--- config.mk ---
export PLATFORM = sky130hd
export DESIGN_NAME = frame_receiver
export DESIGN_NICKNAME = d
export VERILOG_FILES = /design/src/rtl/frame_receiver.sv
export SDC_FILE = /design/constraint.sdc
export NUM_CORES = 1
export LEC_CHECK = 0
export ABC_AREA = 1
export CAP_MARGIN = 10
export CORE_UTILIZATION = 59
export DETAILED_ROUTE_END_ITERATION = 8
export GPL_TIMING_DRIVEN = 0
export PLACE_DENSITY_LB_ADDON = 0.08
export SLEW_MARGIN = 20
export SYNTH_ARGS = -nofsm -noshare
export SYNTH_HDL_FRONTEND = slang
export SYNTH_SLANG_ARGS = --single-unit
--- constraint.sdc ---
create_clock -name clk -period 1.9 [get_ports clk]
set_clock_uncertainty 0.05 [all_clocks]
set_input_delay 0.38 -clock clk [delete_from_list [all_inputs] [get_ports clk]]
set_output_delay 0.38 -clock clk [all_outputs]
set_load 0.02 [all_outputs]
--- src/rtl/frame_receiver.sv ---
// -----------------------------------------------------------------------------
// frame_receiver
//
// Receive side of the encoder/modulator link. The oversampled serial line is
// synchronised and a phase counter is realigned on every line transition to
// find the middle of each bit. In HUNT the receiver slides incoming bits
// through a shift register until the sync word appears. It then switches to
// DATA and collects FRAME_WORDS Hamming(7,4) codewords. Each codeword is
// corrected for a single-bit error and emitted as a nibble with a one-cycle
// strobe.
//
// Optional build macro: FRAME_RX_ERR_COUNT_EN
//   When defined, adds err_count_o: a saturating count of corrected words.
//
// Parameters
//   OSR          clk cycles per line bit (even, >= 4)
//   SYNC_WORD    frame sync pattern, MSB received first
//   FRAME_WORDS  codewords per frame after sync (1..255)
//
// Ports
//   clk          system clock, rising edge
//   reset        synchronous active-high reset
//   data_i       asynchronous serial line
//   data_o       decoded nibble {d1,d2,d3,d4}, held until the next strobe
//   valid_o      one-cycle strobe qualifying data_o / corrected_o
//   corrected_o  a nonzero syndrome was corrected in this codeword
//   locked_o     high while a frame is being received
//   err_count_o  (FRAME_RX_ERR_COUNT_EN only) corrected-word count, saturating
// -----------------------------------------------------------------------------
module frame_receiver #(
   parameter int         OSR         = 8,
   parameter logic [7:0] SYNC_WORD   = 8'b1101_0011,
   parameter int         FRAME_WORDS = 4
) (
   input  logic        clk,
   input  logic        reset,
   input  logic        data_i,
   output logic [3:0]  data_o,
   output logic        valid_o,
   output logic        corrected_o,
   output logic        locked_o
`ifdef FRAME_RX_ERR_COUNT_EN
   ,
   output logic [15:0] err_count_o
`endif
);

   localparam int            PW        = $clog2(OSR);
   localparam logic [PW-1:0] HALF      = PW'(OSR / 2);
   localparam logic [PW-1:0] LAST      = PW'(OSR - 1);
   localparam logic [7:0]    LAST_WORD = 8'(FRAME_WORDS - 1);

   typedef enum logic {
      HUNT,
      DATA
   } state_t;

   state_t        state;
   logic          sync_1;
   logic          sync_q;
   logic          prev_q;
   logic [PW-1:0] phase;
   // Holds the last 7 received bits; the 8th comes straight from sync_q so the
   // match is seen in the strobe cycle itself.
   logic [6:0]    hunt_sr;
   logic [6:1]    cw;
   logic [2:0]    idx;
   logic [7:0]    word_cnt;

   logic          line_edge;
   logic          strobe;
   logic [7:0]    hunt_next;
   logic [7:1]    cw_full;
   logic [2:0]    syn;
   logic [3:0]    data_fix;

   always_comb begin
      line_edge = sync_q ^ prev_q;
      // An edge in the mid-bit cycle realigns instead of sampling.
      strobe    = !line_edge && (phase == HALF);
      hunt_next = {hunt_sr, sync_q};
      // Position 7 is the bit being sampled right now.
      cw_full   = {sync_q, cw};
      syn[0]    = cw_full[1] ^ cw_full[3] ^ cw_full[5] ^ cw_full[7];
      syn[1]    = cw_full[2] ^ cw_full[3] ^ cw_full[6] ^ cw_full[7];
      syn[2]    = cw_full[4] ^ cw_full[5] ^ cw_full[6] ^ cw_full[7];
      // Only data positions need flipping; a parity-position error leaves the
      // nibble untouched.
      data_fix  = {cw_full[3] ^ (syn == 3'd3),
                   cw_full[5] ^ (syn == 3'd5),
                   cw_full[6] ^ (syn == 3'd6),
                   cw_full[7] ^ (syn == 3'd7)};
   end

   always_ff @(posedge clk) begin
      if (reset) begin
         state       <= HUNT;
         sync_1      <= 1'b0;
         sync_q      <= 1'b0;
         prev_q      <= 1'b0;
         phase       <= '0;
         hunt_sr     <= '0;
         cw          <= '0;
         idx         <= '0;
         word_cnt    <= '0;
         data_o      <= '0;
         valid_o     <= 1'b0;
         corrected_o <= 1'b0;
         locked_o    <= 1'b0;
      end else begin
         sync_1   <= data_i;
         sync_q   <= sync_1;
         prev_q   <= sync_q;

         if (line_edge)
            phase <= PW'(1);
         else if (phase == LAST)
            phase <= '0;
         else
            phase <= phase + PW'(1);

         valid_o  <= 1'b0;
         // Lags state by one cycle, so lock stays up through the last strobe.
         locked_o <= (state == DATA);

         case (state)
            HUNT: begin
               if (strobe) begin
                  hunt_sr <= hunt_next[6:0];
                  if (hunt_next == SYNC_WORD) begin
                     state    <= DATA;
                     idx      <= 3'd1;
                     word_cnt <= '0;
                     cw       <= '0;
                  end
               end
            end

            DATA: begin
               if (strobe) begin
                  if (idx == 3'd7) begin
                     valid_o     <= 1'b1;
                     data_o      <= data_fix;
                     corrected_o <= (syn != 3'd0);
                     idx         <= 3'd1;
                     if (word_cnt == LAST_WORD) begin
                        state    <= HUNT;
                        hunt_sr  <= '0;
                        word_cnt <= '0;
                     end else begin
                        word_cnt <= word_cnt + 8'd1;
                     end
                  end else begin
                     for (int unsigned i = 1; i <= 6; i++) begin
                        if (idx == 3'(i))
                           cw[i] <= sync_q;
                     end
                     idx <= idx + 3'd1;
                  end
               end
            end

            default: state <= HUNT;
         endcase
      end
   end

`ifdef FRAME_RX_ERR_COUNT_EN
   always_ff @(posedge clk) begin
      if (reset)
         err_count_o <= '0;
      else if (valid_o && corrected_o && (err_count_o != 16'hFFFF))
         err_count_o <= err_count_o + 16'd1;
   end
`endif

endmodule

Word level (Yosys, flattened, before mapping)

Cells that the tools add are included.

Logic and storage cells: 116
Bits in registers: 38
Input port bits: 3
Output and inout port bits: 7

Muxes and demuxes: 36
$add $sub $neg: 3
Reductions and logical operators: 15
Eq/ne operators: 27
Bitwise gates (word level): 16

Operators by type and width:

| operator                                                                | number |
|---|---|
| 8-bit two-way mux                                                       | 5 |
| 5-bit AND reduction                                                     | 6 |
| 7-bit two-way mux                                                       | 4 |
| 3-bit == test, second input constant                                    | 9 |
| 6-bit two-way mux                                                       | 4 |
| 2-bit by 1-bit inequality test with 1-bit output, second input constant | 9 |
| 8-bit one-hot mux with 2 select lines                                   | 1 |
| 1-bit two-way mux                                                       | 14 |
| 7-bit one-hot mux with 2 select lines                                   | 1 |
| 1-bit XOR                                                               | 14 |
| 3-bit two-way mux                                                       | 4 |
| 6-bit one-hot mux with 2 select lines                                   | 1 |
| 3-bit by 2-bit == test with 1-bit output, second input constant         | 3 |
| 8-bit by 1-bit adder with 8-bit output, second input constant           | 1 |
| 8-bit by 2-bit == test with 1-bit output, second input constant         | 1 |
| 8-bit == test, second input constant                                    | 1 |
| 4-bit AND reduction                                                     | 2 |
| 3-bit by 1-bit adder with 3-bit output, second input constant           | 2 |
| 2-bit inequality test, second input constant                            | 3 |
| 3-bit one-hot mux with 2 select lines                                   | 1 |
| 3-bit AND reduction                                                     | 2 |
| 3-bit OR reduction                                                      | 2 |
| 3-bit by 1-bit == test with 1-bit output, second input constant         | 1 |
| 3-bit nonzero test                                                      | 1 |
| other kinds (4)                                                         | 5 |

Logic depth before layout (Yosys ltp)

Word-level depth: 5
Mapped depth: 13
Mapped depth without buffers: 13

Worst setup path after synthesis

OpenSTA, ideal clock, no wires.

Path kind: reg2reg
Start: register phase[0]
End: register word_cnt[0]
Buffers on the path: 0
Arrival: 1.351 ns
Clock period less this slack: 1.516 ns
Slack: 0.384 ns
Library setup time: 0.114 ns
Stages on the path, launching flop included: 11
Path through: dfxtp_1 -> inv_1 -> ha_1 -> nand2_1 -> nor2_8 -> inv_4 -> nor2_8 -> nand2_4 -> nand2_4 -> xor2_1 -> nor2_1

Cells in the longest elaborated chain, start to end: 4

RTL lines:

| item                                                                                                       | RTL line | RTL |
|---|---|---|
| start, declared                                                                                            | 62       | `logic [PW-1:0] phase;` |
| start signal, assigned                                                                                     | 120      | `phase <= phase + PW'(1);` |
| 3-bit == test *                                                                                            | 80       | `strobe = !line_edge && (phase == HALF);` |
| 1-bit logical AND *                                                                                        | 80       |  |
| 2-bit inequality test (no source line) or 2-bit by 1-bit inequality test with 1-bit output (tied branches) | n/a      |  |
| 4-bit AND reduction (no source line) *                                                                     | n/a      |  |
| end signal, assigned                                                                                       | 151      | `word_cnt <= word_cnt + 8'd1;` |
| end, declared                                                                                              | 68       | `logic [7:0] word_cnt;` |

Mark *: on every way between the ends. The rest lies on a longest branch, timed or not.
A chain may end at the register's enable or synchronous reset.

Worst setup path after layout

Start: register data_o[2]
End: output data_o[2]

RTL lines:

| item                   | RTL line | RTL |
|---|---|---|
| start, declared        | 38       | `output logic [3:0] data_o,` |
| start signal, assigned | 143      | `data_o <= data_fix;` |

No word-level cell between the ends.

==> results.yml <==
status:
  status: "finished, final reports clean"
logic_synthesis:
  ys.flop_type: "dfxtp_1"
  syn_inst: 304
  synth_seq_area_share_pct: 35.8
  async_reset_ff_share_pct: 0
  synthesis.area_sq_mm: 0.00213
  synth.largest_area_cell: "dfxtp_1"
  yosysMostFrequentCell: "nand2_1"
  synth.distinct_cells: 30
  synthTopCellsByCount: "nand2_1 (83), dfxtp_1 (38), inv_1 (38), nor2_1 (36), nand3_1 (22)"
  ys_warn_count: 0
  ys_ff_latch: 38
  avgSynthCellArea_sq_um: 6.99
  synth_area_leaders: "dfxtp_1 (36%), nand2_1 (15%), inv_1 (6.7%)"
  synth-edff-count: 0
  synth_fp_nets: 317
  yosysTopAreaCellShare_pct: 35.8
power:
  p_leak_nw: 0.986
  finalPower_mw: 1.34
  irDropWorstVdd_mv: 0.418
  power_density_mw_per_mm2: 571
final_layout:
  diodes: 0
  n_fill_cell: 311
  syn2layout_area_growth_pct: 10.2
  final_nets: 333
  fin_cells: 367
  drive_gt1_share_pct: 8.41
route:
  initialDrtViolationCount: 84
  route.vias.total: 1867
  routedWlPerCell_um: 11.4
  drtPass1Iterations: 5
  via_per_inst: 5.09
  drc: 0
  routed_wl_um: 4190
  postRouteAntennaNets: 0
cts:
  clock_latency_ps: 350
  clk_pin_slew_worst_paths_ps: 120
  cts_root_buf: "clkbuf_4"
  clk_path_buf_depth: 2
  cts_buffers: 5
  cts_max_level: 2
  post-cts-setup-buffers: 0
  clkSinkCount: 38
  cts_tree: "done"
floorplanning:
  row_count: 21
  ios: 10
  fp.coreArea_sq_mm: 0.00339
  die_w_um: 62.0
  initial_core_util_pct: 62.7
  die_h_um: 62.0
  die_area_sq_mm: 0.00385
timing:
  holdWs_ps: 361
  rsz0062_at_grt: "false"
  hold_violations: 0
  timing.fmax_ghz: 0.575
  tightestPinTransition_ps: 508
  finalCriticalPeriod_ps: 1740
  slew_headroom_pct: 66.1
  slew_viol_final: 0
  setup-violations-final: 0
  finalCritPeriodShare_pct: 91.5
hold_path:
  min_path_type: "flip-flop to flip-flop"
place:
  hpwl_um: 3200
  port_buffers: 9
  place_congestion: 0.852
  dp_cells: 359
critical_path:
  cp_top_family: "buffers and inverters"
  cp_max_fo: 2
  cp.required_ps: 1470
  worstPathCellList: "clkdlybuf4s50_1"
  slowest_delay_ps: 600
  crit_type: "flip-flop to primary output"
  worstSetupEndpointType: "primary output"
  start_kind: "flip-flop"
  crit_buf_inv: 1
  cp.arrival_ps: 1310
  crit_slowest_cell: "clkdlybuf4s50_1"
global_routing:
  antenna_found_initial: 0
  track_usage_pct: 24.6
  grt_pass1_wl_um: 6810
  grt_start_max_net_pins: 13
  overflow: 0
  grt_pass1_vias: 1618
flow_run:
  maxCapViolCount: 0
-- per-stage QoR --
| step | utilization (%) | area, sq um | TNS, ps | worst slack (ps) |
|---|---|---|---|---|
| 6_report | 69.1 | 2340 | 0 | 162 |
| 5_1_grt | 69.1 | 2340 | 0 | 24.7 |
| 4_1_cts | 69.0 | 2340 | 0 | 132 |
| 3_5_place_dp | 67.1 | 2270 | -1040 | -104 |
| 3_3_place_gp | 67.1 | 2270 | -974 | -71.1 |
| 2_1_floorplan | - | 2130 | 0 | 384 |
-- sequential cells by signal, indices dropped and copies added, names as in the netlist --
register / flops
cw: 6
sync_q: 1
state: 1
data_o: 4
locked_o: 1
hunt_sr: 7
sync_1: 1
corrected_o: 1
prev_q: 1
word_cnt: 8
idx: 3
valid_o: 1
phase: 3
-- worst paths after layout --
check | startpoint | to | slack [ps] | cells after the start
max | data_o[2] | data_o[2] | 160 | 1
min reg2reg | sync_1 | sync_q | 360 | 2
min | sync_1 | sync_q | 360 | 2
max reg2reg | phase[0] | word_cnt[0] | 170 | 10
-- cells in the final DEF, fill, tap and decap left out, drive strengths merged --
cell            n
a211oi          1
clkbuf          8
o211ai          5
nor2           39
a21oi          23
inv            40
clkinvlp        1
clkdlybuf4s50   9
or2             6
nand2          89
dfxtp          38
nor3            4
o21ai           5
buf             4
xor2            4
xnor2           3
clkinv          3
ha             10
nand3          22
a22oi           1
nand4           2
o21a            4
-- routing by layer --
layer,global-route usage (%),share of wire (%)
met5,0,0
met4,8.57,1.1
met3,6.83,2.8
met2,41.2,47
met1,30.2,49
-- timing repair --
action,4_1_cts,5_1_grt
endpoints found under the setup margin,0,1
hold buffers,0,0
gates resized for setup,0,1
-- logic make-up (layout without fill, tap and decap cells) --
kind of cell               Yosys count  after routing  share of synthesized area (%)
and+or+nand+nor                    162            162                           34.6
AOI/OAI and AO/OA                   39             39                           11.2
xor gates and xnor gates             7              7                           2.88
DFF                                 38             38                           35.8
adders and majority gates           10             10                           5.89
buffers and inverters               48             65                           9.65
-- where the power goes --
| group | internal (mW) | switching [mW] | total (mW) |
|---|---|---|---|
| logic | 0.0239 | 0.0496 | 0.0735 |
| clock network | 0.178 | 0.277 | 0.455 |
| registers | 0.804 | 0.00403 | 0.808 |
| total | 1.01 | 0.331 | 1.34 |
-- cell type report --
type | count | area [sq um] | share of cell area (%)
flip-flops and latches | 38 | 761 | 32.5
clock buffers | 6 | 51.3 | 2.19
clock inverters | 2 | 12.5 | 0.534
well taps | 46 | 57.6 | 2.46
plain buffers | 6 | 45.0 | 1.92
repair buffers | 9 | 90.1 | 3.85
multi-input cells | 218 | 1160 | 49.7
inverters | 42 | 160 | 6.84
Power figures use the tool's default switching activity.
